--- config.mk ---
export PLATFORM = sky130hd
export DESIGN_NAME = trap_ctl
export DESIGN_NICKNAME = d
export VERILOG_FILES = /design/src/rtl/trap_ctl.sv
export SDC_FILE = /design/constraint.sdc
export NUM_CORES = 1
export LEC_CHECK = 0
export CORE_AREA = 2 2 332 334
export CTS_BUF_LIST = sky130_fd_sc_hd__clkbuf_8
export CTS_CLUSTER_DIAMETER = 200
export DETAILED_ROUTE_END_ITERATION = 6
export DIE_AREA = 0 0 334 336
export PLACE_DENSITY_LB_ADDON = 0.08
export REMOVE_ABC_BUFFERS = 1
export SYNTH_ARGS = -nofsm -noshare
export SYNTH_HDL_FRONTEND = slang
export SYNTH_SLANG_ARGS = --single-unit
--- constraint.sdc ---
create_clock -name clk -period 4.85 [get_ports clk]
set_input_delay 0.7275 -clock clk [delete_from_list [all_inputs] [get_ports clk]]
set_output_delay 0.7275 -clock clk [all_outputs]
set_load 0.05 [all_outputs]
--- src/rtl/trap_ctl.sv ---
`timescale 1ns/1ps
`default_nettype none
// ============================================================================
// Module   : trap_ctl
// Brief    : Trap/xRET commit controller: xepc/xcause/xtval write strobes,
//            pipeline flush, PC redirect and privilege update.
//            Optional macro TRAP_VECTORED_EN enables vectored interrupt entry.
// Revision : 1.0 - initial release
// ============================================================================
module trap_ctl (
  input  logic        clk,
  input  logic        rst_n,
  input  logic        exc,
  input  logic [63:0] exc_cause,
  input  logic [63:0] exc_val,
  input  logic        irq,
  input  logic [5:0]  irq_cause,
  input  logic        mret,
  input  logic        sret,
  input  logic [63:0] commit_pc,
  input  logic        stall_mem,
  input  logic [1:0]  priv,
  input  logic [63:0] medeleg,
  input  logic [63:0] mideleg,
  input  logic [63:0] mtvec,
  input  logic [63:0] stvec,
  input  logic [63:0] mepc,
  input  logic [63:0] sepc,
  input  logic [1:0]  mpp,
  input  logic        spp,
  output logic        flush,
  output logic        pc_vld,
  output logic [63:0] pc_nxt,
  output logic        we_m,
  output logic        we_s,
  output logic [63:0] epc_o,
  output logic [63:0] cause_o,
  output logic [63:0] tval_o,
  output logic        priv_we,
  output logic [1:0]  priv_nxt,
  output logic        busy
);

  typedef enum logic [1:0] {
    S_IDLE     = 2'b00,
    S_WRITE    = 2'b01,
    S_REDIRECT = 2'b10
  } state_t;

  localparam logic [1:0] C_PRIV_S = 2'b01;
  localparam logic [1:0] C_PRIV_M = 2'b11;

  state_t      r_state;
  state_t      w_state_nxt;
  logic [63:0] r_epc;
  logic [63:0] r_cause;
  logic [63:0] r_tval;
  logic [63:0] r_pc_tgt;
  logic [1:0]  r_priv_tgt;
  logic        r_to_s;

  logic        w_accept;
  logic        w_is_trap;
  logic [63:0] w_trap_cause;
  logic [5:0]  w_idx;
  logic        w_deleg;
  logic        w_to_s;
  logic [63:0] w_tvec;
  logic [63:0] w_tvec_base;
  logic [63:0] w_vector;
  logic [63:0] w_ret_pc;
  logic [1:0]  w_ret_priv;

  assign w_is_trap    = exc | irq;
  assign w_accept     = rst_n && (r_state == S_IDLE) && !stall_mem &&
                        (exc | irq | mret | sret);
  assign w_trap_cause = exc ? exc_cause : {1'b1, 57'd0, irq_cause};
  assign w_idx        = w_trap_cause[5:0];
  assign w_deleg      = exc ? medeleg[w_idx] : mideleg[w_idx];
  assign w_to_s       = (priv != C_PRIV_M) && w_deleg;
  assign w_tvec       = w_to_s ? stvec : mtvec;
  assign w_tvec_base  = w_tvec & ~64'h3;

`ifdef TRAP_VECTORED_EN
  // Interrupts only vector when the handler base selects vectored mode.
  assign w_vector = ((w_tvec[1:0] == 2'b01) && !exc) ?
                    (w_tvec_base + {56'd0, w_idx, 2'b00}) : w_tvec_base;
`else
  assign w_vector = w_tvec_base;
`endif

  assign w_ret_pc   = mret ? (mepc & ~64'h3) : (sepc & ~64'h3);
  assign w_ret_priv = mret ? mpp : {1'b0, spp};

  always_ff @(posedge clk) begin
    if (!rst_n) begin
      r_state    <= S_IDLE;
      r_epc      <= 64'd0;
      r_cause    <= 64'd0;
      r_tval     <= 64'd0;
      r_pc_tgt   <= 64'd0;
      r_priv_tgt <= 2'b00;
      r_to_s     <= 1'b0;
    end else begin
      r_state <= w_state_nxt;
      if (w_accept) begin
        if (w_is_trap) begin
          r_epc      <= commit_pc & ~64'h1;
          r_cause    <= w_trap_cause;
          r_tval     <= exc ? exc_val : 64'd0;
          r_to_s     <= w_to_s;
          r_pc_tgt   <= w_vector;
          r_priv_tgt <= w_to_s ? C_PRIV_S : C_PRIV_M;
        end else begin
          r_pc_tgt   <= w_ret_pc;
          r_priv_tgt <= w_ret_priv;
        end
      end
    end
  end

  always_comb begin
    w_state_nxt = r_state;
    case (r_state)
      S_IDLE: begin
        if (w_accept) w_state_nxt = w_is_trap ? S_WRITE : S_REDIRECT;
      end
      S_WRITE:    w_state_nxt = S_REDIRECT;
      S_REDIRECT: w_state_nxt = S_IDLE;
      default:    w_state_nxt = S_IDLE;
    endcase
  end

  // Flush is combinational so the accepting cycle already kills the pipe.
  assign busy     = (r_state != S_IDLE);
  assign flush    = w_accept || busy;
  assign we_m     = (r_state == S_WRITE) && !r_to_s;
  assign we_s     = (r_state == S_WRITE) && r_to_s;
  assign pc_vld   = (r_state == S_REDIRECT);
  assign priv_we  = (r_state == S_REDIRECT);
  assign pc_nxt   = (r_state == S_REDIRECT) ? r_pc_tgt : 64'd0;
  assign priv_nxt = r_priv_tgt;
  assign epc_o    = r_epc;
  assign cause_o  = r_cause;
  assign tval_o   = r_tval;

endmodule
`default_nettype wire

==> results of run 1 <==
==> registers in the layout, indices dropped and copies added (netlist names) <==
signal,cells
cause_o,64
tval_o,64
epc_o,63
r_pc_tgt,62
priv_nxt,2
r_state,2
r_to_s,1
==> per-layer routing <==
layer  up-vias  global-route usage  part of all wire
li1       7507                   -                 -
met4        44              0.0383             0.020
met3       128              0.0671              0.10
met2       588               0.248              0.48
met1      7269               0.162              0.40
met5         -                   0            0.0031
==> power by group <==
| part | leakage [nW] | switching [W] | internal (W) |
|---|---|---|---|
| clock network | 0.709 | 0.00115 | 0.00140 |
| registers | 2.11 | 0.0000712 | 0.00227 |
| logic | 6.34 | 0.000951 | 0.000854 |
==> area by class of cell <==
| type | count | area share |
|---|---|---|
| Inverter | 3 | 0.000452 |
| Sequential cell | 258 | 0.207 |
| Multi-Input combinational cell | 1218 | 0.315 |
| Clock inverter | 39 | 0.0103 |
| Tap cell | 1414 | 0.0710 |
| Timing Repair Buffer | 888 | 0.358 |
| Antenna cell | 11 | 0.00110 |
| Clock buffer | 66 | 0.0365 |
==> synth_stat cells, drive strengths merged (3+ instances only) <==
cell / instances
or2: 3
mux2i: 109
dfxtp: 258
a31oi: 4
buf: 59
and2: 71
nor3b: 3
a211oi: 8
nor2b: 123
a22oi: 121
a311o: 3
o21ai: 65
nor2: 4
o211a: 7
nand2: 258
a21boi: 63
clkbuf: 108
o2111ai: 68
nand3: 147
and3: 62
a311oi: 3
a21oi: 7
o21a: 63
==> through the flow <==
step                      worst slack (ps)  hold slack [ps]
after floorplan                      -3360              442
after global placement                 263              452
after detailed placement               222              458
after CTS                              772              349
after global routing                   728              368
final                                  914              437
==> logic make-up after synthesis <==
logic type / after synthesis / share of synthesized area
AND/OR/NAND/NOR: 678 / 0.247
flip-flops: 258 / 0.371
buffers and inverters: 170 / 0.0672
other: 1 / 0.000270
AO/OA/AOI/OAI: 424 / 0.228
multiplexers: 113 / 0.0862
==> worst paths after layout <==
check                           cells after the start           end  slack (ps)
worst max register to register                      8  r_pc_tgt[15]        2050
worst min register to register                      2     epc_o[11]         460
worst max-delay path                               11  r_pc_tgt[15]         910
worst min-delay path                                2   cause_o[32]         440
==> cells in the final DEF, fill, tap and decap left out, types with 6 or more instances in the layout <==
master,n
inv_1,33
a211oi_1,6
nand2_1,257
nand3_1,146
o211a_1,7
mux2i_1,106
o21ai_0,64
and3_1,62
a22oi_1,121
clkbuf_8,66
nor2b_1,122
and2_0,6
dfxtp_1,258
and2_1,64
a21boi_0,63
o21a_1,63
diode_2,11
buf_4,33
clkdlybuf4s50_1,842
o2111ai_1,68
buf_12,12
==> metrics.md, run 1 <==
| Metric | Value |
|---|---|
| Status | `finished clean` |
| Hold_buf cts | `0` |
| HP Start | `rst_n` |
| Share of the synthesized area in the top cell type | `0.371` |
| Slew Limit Fails | `0` |
| Seq. cell area | `5160 µm²` |
| Data arrival, critical path | `4560 ps` |
| Clock tree buffer depth | `3` |
| Crit-path leading delay family | `compound AO/OA/AOI/OAI gates` |
| Syn Area/Cell | `8.46 µm²` |
| Clock buffer count from CTS | `58` |
| Clk sinks | `258` |
| Crit path cell chain | `clkdlybuf4s50_1 -> mux2_4 -> and2_0 -> a211oi_1 -> a31oi_1 -> o2111a_1 -> a2111oi_2 -> a2111o_2 -> buf_4 -> nand3_1 -> nand3_1` |
| Vias/cell | `3.99` |
| Placed instance area | `23700 µm²` |
| Vias | `15500` |
| Clk_skew | `36.2 ps` |
| Synth-to-Final Area Change | `79.1%` |
| Post-Synthesis Cell Area | `13900 µm²` |
| CP Buf/Inv Count | `2` |
| RR Startpoint | `r_state[1]` |
| Max incr delay on CP | `680 ps` |
| DR iter-0 viols | `635` |
| Die H | `336 µm` |
| Die footprint | `112000 µm²` |
| Maximum clock rate | `254 MHz` |
| Die width | `334 µm` |
| DPL Wire Length | `63.7 mm` |
| Synth async-reset ratio | `0` |
| Placement Rows | `121` |
| Drt pass-1 iters | `5` |
| Layout cell share with drive strength beyond 1 | `0.0587` |
| Worst Setup End Kind | `register` |
| Relative slew margins | `0.287` |
| Worst-Skew Late Latency | `700 ps` |
| Area of the multi-input gates | `7850 µm²` |
| CTS tree | `built` |
| Gr usage total | `0.145` |
| Final Core Density | `0.230` |
| Final Cell Area | `24900 µm²` |
| Root Buffer | `clkbuf_8` |
| Number of flops mapped to enable cells by yosys | `0` |
| Tmin final | `3940 ps` |
| Worst Max-Slew Pin Slew | `1070 ps` |
| Filler instances | `12000` |
| Top cells by area, synth | `dfxtp_1 (37%), mux2i_1 (7.6%), nand2_1 (7.0%), a22oi_1 (6.5%), nor2b_1 (5.5%)` |
| # Post-CTS Setup Buffers | `0` |
| WP data required | `5480 ps` |
| Critical path's slowest cell | `buf_4` |
| Floorplan core area | `108000 µm²` |
| Clock H-tree levels | `2` |
| DRT Wirelength | `85.2 mm` |
| Final Hold Vio Count | `0` |
| Starting Density | `0.128` |
| Final setup TNS | `0 ps` |
| Gates resized, CTS repair | `0` |
| MaxCap Viol Count | `0` |
| Register area share after synthesis | `0.371` |
| Synth Instances | `1644` |
| RSZ-0062 raised after global routing | `no` |
| Total congestion overflow | `0` |
| CP startpoint | `exc` |
| Top cell by count, worst path | `nand3_1` |
| Top Ports | `858` |
| #FFs+latches synth | `258` |
| CP Max Fanout | `62` |
| Pwr Total | `0.00670 W` |
| CP Class | `input port to register` |
| Startpoint types | `input port` |
| Largest net degree at the start of global routing | `188` |
| Global-route wire length before repair | `118 mm` |
| Average routed wire per standard cell | `21.9 µm` |
| Post-route DRC | `0` |
| Worst vdd ir | `0.000176 V` |
| Yosys warns | `0` |
| Power per cell area | `269 nW/µm²` |
| Post-synth top area cell | `dfxtp_1` |
| Hold/Removal Path Class | `input port to register` |
| Initial antenna violation count | `35` |
| Port buffer count | `845` |
| DP Cell Count | `3781` |
| Leak pwr | `9.16 nW` |
| Final layout net count | `3021` |
| DRT antenna net count | `0` |
| Vias in the first global route | `16200` |
| Distinct cells, synth | `58` |
| Gpl congestion | `0.791` |
| Endpoints failing setup | `0` |
| Final Non-Filler Cells | `3897` |
| Top FF cell, synth | `dfxtp_1` |
| Period utilization | `0.812` |
| Clock transition at path regs | `60 ps` |
Note: power is estimated with default switching activity, not from simulation.
==> run 2, diff against run 1 <==
--- a/config.mk
+++ b/config.mk
@@ -5,11 +5,11 @@
 export SDC_FILE = /design/constraint.sdc
 export NUM_CORES = 1
 export LEC_CHECK = 0
-export CORE_AREA = 2 2 332 334
+export CORE_AREA = 2 2 333 335
 export CTS_BUF_LIST = sky130_fd_sc_hd__clkbuf_8
 export CTS_CLUSTER_DIAMETER = 200
 export DETAILED_ROUTE_END_ITERATION = 6
-export DIE_AREA = 0 0 334 336
+export DIE_AREA = 0 0 335 337
 export PLACE_DENSITY_LB_ADDON = 0.08
 export REMOVE_ABC_BUFFERS = 1
 export SYNTH_ARGS = -nofsm -noshare
==> constraint.sdc (replaced) <==
create_clock -name clk -period 3.5 [get_ports clk]
set_input_delay 0.525 -clock clk [delete_from_list [all_inputs] [get_ports clk]]
set_output_delay 0.525 -clock clk [all_outputs]
set_load 0.05 [all_outputs]
==> metrics.md, run 2 (synthesis results as in run 1) <==
| Metric | Value |
|---|---|
| Initial antenna violation count | `40` |
| Port buffer count | `845` |
| Clock H-tree levels | `2` |
| Die H | `337 µm` |
| Startpoint types | `register` |
| Power per cell area | `382 nW/µm²` |
| Top Ports | `858` |
| Synth-to-Final Area Change | `83.8%` |
| CTS tree | `built` |
| Maximum clock rate | `303 MHz` |
| Filler instances | `12100` |
| Final layout net count | `3058` |
| RR Startpoint | `r_state[0]` |
| CP Class | `register to primary output` |
| Endpoints failing setup | `0` |
| Final Core Density | `0.233` |
| Post-route DRC | `0` |
| Vias/cell | `3.98` |
| Drt pass-1 iters | `4` |
| Root Buffer | `clkbuf_8` |
| Die footprint | `113000 µm²` |
| Gr usage total | `0.140` |
| Seq. cell area | `5160 µm²` |
| CP Max Fanout | `64` |
| Placement Rows | `122` |
| Largest net degree at the start of global routing | `138` |
| Total congestion overflow | `0` |
| Layout cell share with drive strength beyond 1 | `0.0800` |
| Clock transition at path regs | `60 ps` |
| DPL Wire Length | `63.4 mm` |
| Tmin final | `3300 ps` |
| DRT antenna net count | `0` |
| Die width | `335 µm` |
| Data arrival, critical path | `2780 ps` |
| Worst Max-Slew Pin Slew | `821 ps` |
| WHS Path Cells | `3` |
| Clock buffer count from CTS | `58` |
| MaxCap Viol Count | `0` |
| WP data required | `2970 ps` |
| Leak pwr | `9.46 nW` |
| Reg-to-Reg End | `r_pc_tgt[33]` |
| RSZ-0062 raised after global routing | `no` |
| DRT Wirelength | `83.4 mm` |
| HP Start | `commit_pc[51]` |
| Final hold slack | `403 ps` |
| Average routed wire per standard cell | `21.1 µm` |
| Hold_buf cts | `0` |
| Status | `finished clean` |
| DR iter-0 viols | `661` |
| Relative slew margins | `0.453` |
| Commonest non-fill, non-tap cell in the layout | `clkdlybuf4s50_1` |
| Hold/Removal Path Class | `input port to register` |
| Period utilization | `0.944` |
| Worst vdd ir | `0.000213 V` |
| R2R depth | `9` |
| Final Hold Vio Count | `0` |
| Register-to-register setup slack | `1070 ps` |
| Global-route wire length before repair | `116 mm` |
| Vias in the first global route | `16400` |
| Area of the multi-input gates | `7850 µm²` |
| Worst-Skew Late Latency | `720 ps` |
| Clk sinks | `258` |
| Gpl congestion | `0.812` |
| Clock tree buffer depth | `3` |
| Commonest cells after routing, fill and taps aside | `clkdlybuf4s50_1 (839), dfxtp_1 (258), nand2_1 (257)` |
| Starting Density | `0.127` |
| Worst Hold End | `epc_o[51]` |
| Slew Limit Fails | `0` |
| Clk_skew | `52.1 ps` |
| Vias | `15700` |
| Floorplan core area | `110000 µm²` |
| Worst Setup End Kind | `primary output` |
run 2: cell types whose count changed in the layout (fill, tap and decap cells not counted):
cell,delta
buf_4,+23
inv_1,-17
clkbuf_8,+16
buf_12,+14
diode_2,+5
clkdlybuf4s50_1,-3
clkinv_2,+2
dlygate4sd2_1,+2
clkinv_8,+1
clkinvlp_4,+1
dlymetal6s2s_1,+1
inv_12,-1
inv_16,+1
inv_6,-1
run 2: metal layers:
metal / wire length, µm / track usage
met3: 8730 / 0.0656
met5: 237 / 0
met4: 1470 / 0.0365
met1: 32900 / 0.156
met2: 40000 / 0.239
run 2: what timing repair did:
action                                  in CTS  in global routing
gates resized for setup                      2                  1
endpoints found under the hold margin        0                  0
cloned                                       0                  0
setup buffers                                0                  0
endpoints found under the setup margin       2                  1
pin swaps                                    0                  0
run 2: area by class of cell:
cell class              count  area share
diodes                     16     0.00157
inverters                   3    0.000440
well taps                1426      0.0698
clock buffers              82      0.0441
clock inverters            25     0.00871
repair buffers            925       0.367
flip-flops and latches    258       0.202
multi-input cells        1218       0.307
run 2: how the worst max path moves through the flow:
stage                        end  depth (start not counted)       start  slack [ps]
global route           pc_nxt[9]                          4  r_state[1]          20
detailed placement  r_pc_tgt[40]                         15         exc        -410
floorplan            cause_o[63]                          5         exc       -4500
global placement     r_pc_tgt[8]                         15         exc        -410
CTS                   pc_nxt[17]                          4  r_state[1]          30
finish                pc_nxt[19]                          4  r_state[1]         200
run 2: worst max-delay path, cell delays in order (launching register included):
cell,delay [ps]
dfxtp_1,390
nor2b_4,200
buf_12,260
and2_1,270
clkdlybuf4s50_1,870
run 2: power breakdown:
group	internal, W	leakage (nW)	switching [W]
sequential	0.00314	2.11	0.0000992
combinational	0.00125	6.61	0.00133
clock	0.00231	0.746	0.00165
total	0.00670	9.46	0.00308
run 2: through the flow:
stage	worst slack (ps)	power (W)	cell area [µm²]	setup TNS (ps)	instances
after floorplan	-4500	0.00440	13000	-697030	1479
after global placement	-406	0.00591	24200	-22590	3830
after detailed placement	-414	0.00593	24200	-24510	3830
after CTS	26.1	0.0101	25500	0	3937
after global routing	16.3	0.0104	25600	0	3947
final	197	0.00978	25600	0	3953
==> run 3, diff against run 2 <==
--- a/config.mk
+++ b/config.mk
@@ -7,11 +7,11 @@
 export LEC_CHECK = 0
 export CORE_AREA = 2 2 333 335
 export CTS_BUF_LIST = sky130_fd_sc_hd__clkbuf_8
-export CTS_CLUSTER_DIAMETER = 200
+export CTS_CLUSTER_DIAMETER = 60
 export DETAILED_ROUTE_END_ITERATION = 6
 export DIE_AREA = 0 0 335 337
+export HOLD_SLACK_MARGIN = 0.05
 export PLACE_DENSITY_LB_ADDON = 0.08
-export REMOVE_ABC_BUFFERS = 1
 export SYNTH_ARGS = -nofsm -noshare
 export SYNTH_HDL_FRONTEND = slang
 export SYNTH_SLANG_ARGS = --single-unit
==> metrics.md, run 3 (synthesis results as in run 1) <==
| Metric | Value |
|---|---|
| Status | `finished clean` |
| Slew Limit Fails | `0` |
| Top Ports | `858` |
| Placed instance area | `24300 µm²` |
| Flop pwr share | `0.341` |
| CP startpoint | `exc` |
| DRT Wirelength | `82.3 mm` |
| Root Buffer | `clkbuf_8` |
| Final Cell Area | `25600 µm²` |
| RSZ-0062 raised after global routing | `no` |
| Maximum clock rate | `301 MHz` |
| Worst vdd ir | `0.000256 V` |
| WP data required | `4100 ps` |
| Pwr Total | `0.00951 W` |
| HP Start | `rst_n` |
| Die width | `335 µm` |
| Power per cell area | `371 nW/µm²` |
| Commonest non-fill, non-tap cell in the layout | `clkdlybuf4s50_1` |
| Relative slew margins | `0.428` |
| DP Cell Count | `3846` |
| Clock H-tree levels | `2` |
| Largest net degree at the start of global routing | `117` |
| Clk sinks | `258` |
| Worst Setup End Kind | `register` |
| Gr usage total | `0.139` |
| Gpl congestion | `0.828` |
| Switch share | `0.322` |
| Clock tree buffer depth | `3` |
| CP Buf/Inv Count | `4` |
| Leak pwr | `9.60 nW` |
| Crit-path leading delay family | `simple AND/OR/NAND/NOR gates` |
| MaxCap Viol Count | `0` |
| Commonest cells after routing, fill and taps aside | `clkdlybuf4s50_1 (836), dfxtp_1 (258), nand2_1 (257)` |
| Worst Max-Slew Pin Slew | `856 ps` |
| Max incr delay on CP | `710 ps` |
| Initial antenna violation count | `24` |
| Combinational share of power | `0.276` |
| Average routed wire per standard cell | `20.7 µm` |
| Global-route wire length before repair | `116 mm` |
| Floorplan core area | `110000 µm²` |
| Layout cell share with drive strength beyond 1 | `0.0830` |
| Clk_skew | `25.6 ps` |
| Period utilization | `0.949` |
| Clock buffer count from CTS | `61` |
| Final Non-Filler Cells | `3967` |
| Vias/cell | `3.98` |
| Drt pass-1 iters | `5` |
| Data arrival, critical path | `3920 ps` |
| Hold_buf cts | `0` |
| Top cell by count, worst path | `nand3_1` |
| Hold/Removal Path Class | `input port to register` |
| Port buffer count | `845` |
| Critical path's slowest cell | `or4b_2` |
| Final hold slack | `304 ps` |
| Vias | `15800` |
| CP Max Fanout | `62` |
| Final layout net count | `3079` |
| CTS tree | `built` |
| Final Hold Vio Count | `0` |
| Startpoint types | `input port` |
| Sw Pwr | `0.00307 W` |
| Total congestion overflow | `0` |
| Tmin final | `3320 ps` |
| Starting Density | `0.127` |
| Synth-to-Final Area Change | `84.3%` |
| Vias in the first global route | `16400` |
| Endpoints failing setup | `0` |
| RR Startpoint | `r_state[0]` |
| DRT antenna net count | `0` |
| DPL Wire Length | `63.2 mm` |
| Die H | `337 µm` |
| Worst-Skew Late Latency | `720 ps` |
| Internal | `0.00645 W` |
| Post-route DRC | `0` |
| Clock transition at path regs | `60 ps` |
| Crit path cell chain | `clkdlybuf4s50_1 -> mux2_4 -> buf_12 -> buf_4 -> mux2i_1 -> mux2i_1 -> o2111ai_1 -> nand3_1 -> a21oi_2 -> or4b_2 -> buf_12 -> nand3_1 -> nand3_1` |
| Final Core Density | `0.234` |
| Share of power burned in the clock network | `0.383` |
| CP Class | `input port to register` |
| Die footprint | `113000 µm²` |
| Placement Rows | `122` |
| DR iter-0 viols | `696` |
## run 3: power by group through the flow
stage	sequential, W	combinational, W	clock, W
2_1_floorplan	0.00356	0.00100	0
3_3_place_gp	0.00330	0.00266	0
3_5_place_dp	0.00331	0.00266	0
4_1_cts	0.00325	0.00266	0.00388
5_1_grt	0.00327	0.00282	0.00399
6_report	0.00324	0.00263	0.00364
## run 3: timing repair
action / in CTS / in global routing
endpoints found under the setup margin: 3 / 19
pin swaps: 0 / 1
buffers inserted: 0 / 2
gates resized for setup: 3 / 3
## run 3: path summary, 6_finish.rpt
kind	to	slack, ps	cells past startpoint
setup reg to reg	cause_o[0]	740	8
hold reg to reg	epc_o[10]	460	2
hold / removal	r_pc_tgt[36]	300	4
setup / recovery	r_pc_tgt[24]	180	13
## run 3: stage by stage
stage,setup slack (ps),setup TNS (ps)
after CTS,2.49,0
after floorplan,417,0
after detailed placement,-682,-38970
final,177,0
after global routing,2.69,0
after global placement,-582,-31490
## run 3: final cells by class
| cell class | count | area (µm²) |
|---|---|---|
| Antenna cell | 10 | 25.0 |
| Clock buffer | 75 | 1030 |
| Clock inverter | 34 | 204 |
| Fill cell | 12100 | 84000 |
| Inverter | 3 | 11.3 |
| Multi-Input combinational cell | 1218 | 7840 |
| Sequential cell | 258 | 5160 |
| Tap cell | 1426 | 1780 |
| Timing Repair Buffer | 943 | 9580 |
## run 3: worst register-to-register path, stage by stage, from the launching register on
cell and delay, ps:
dfxtp_1 360, or2_2 380, nor3b_1 250, buf_4 180
nand2_4 210, inv_2 150, buf_4 600, nand2_1 300
o211a_1 210
## run 3: metal layers
metal	up-vias	global-route usage	wire length, µm	share of wire
li1	7630	-	-	-
met1	7442	0.150	31800	0.39
met2	582	0.247	40700	0.49
met3	113	0.0626	8250	0.10
met4	34	0.0299	1400	0.017
met5	-	0	219	0.0027
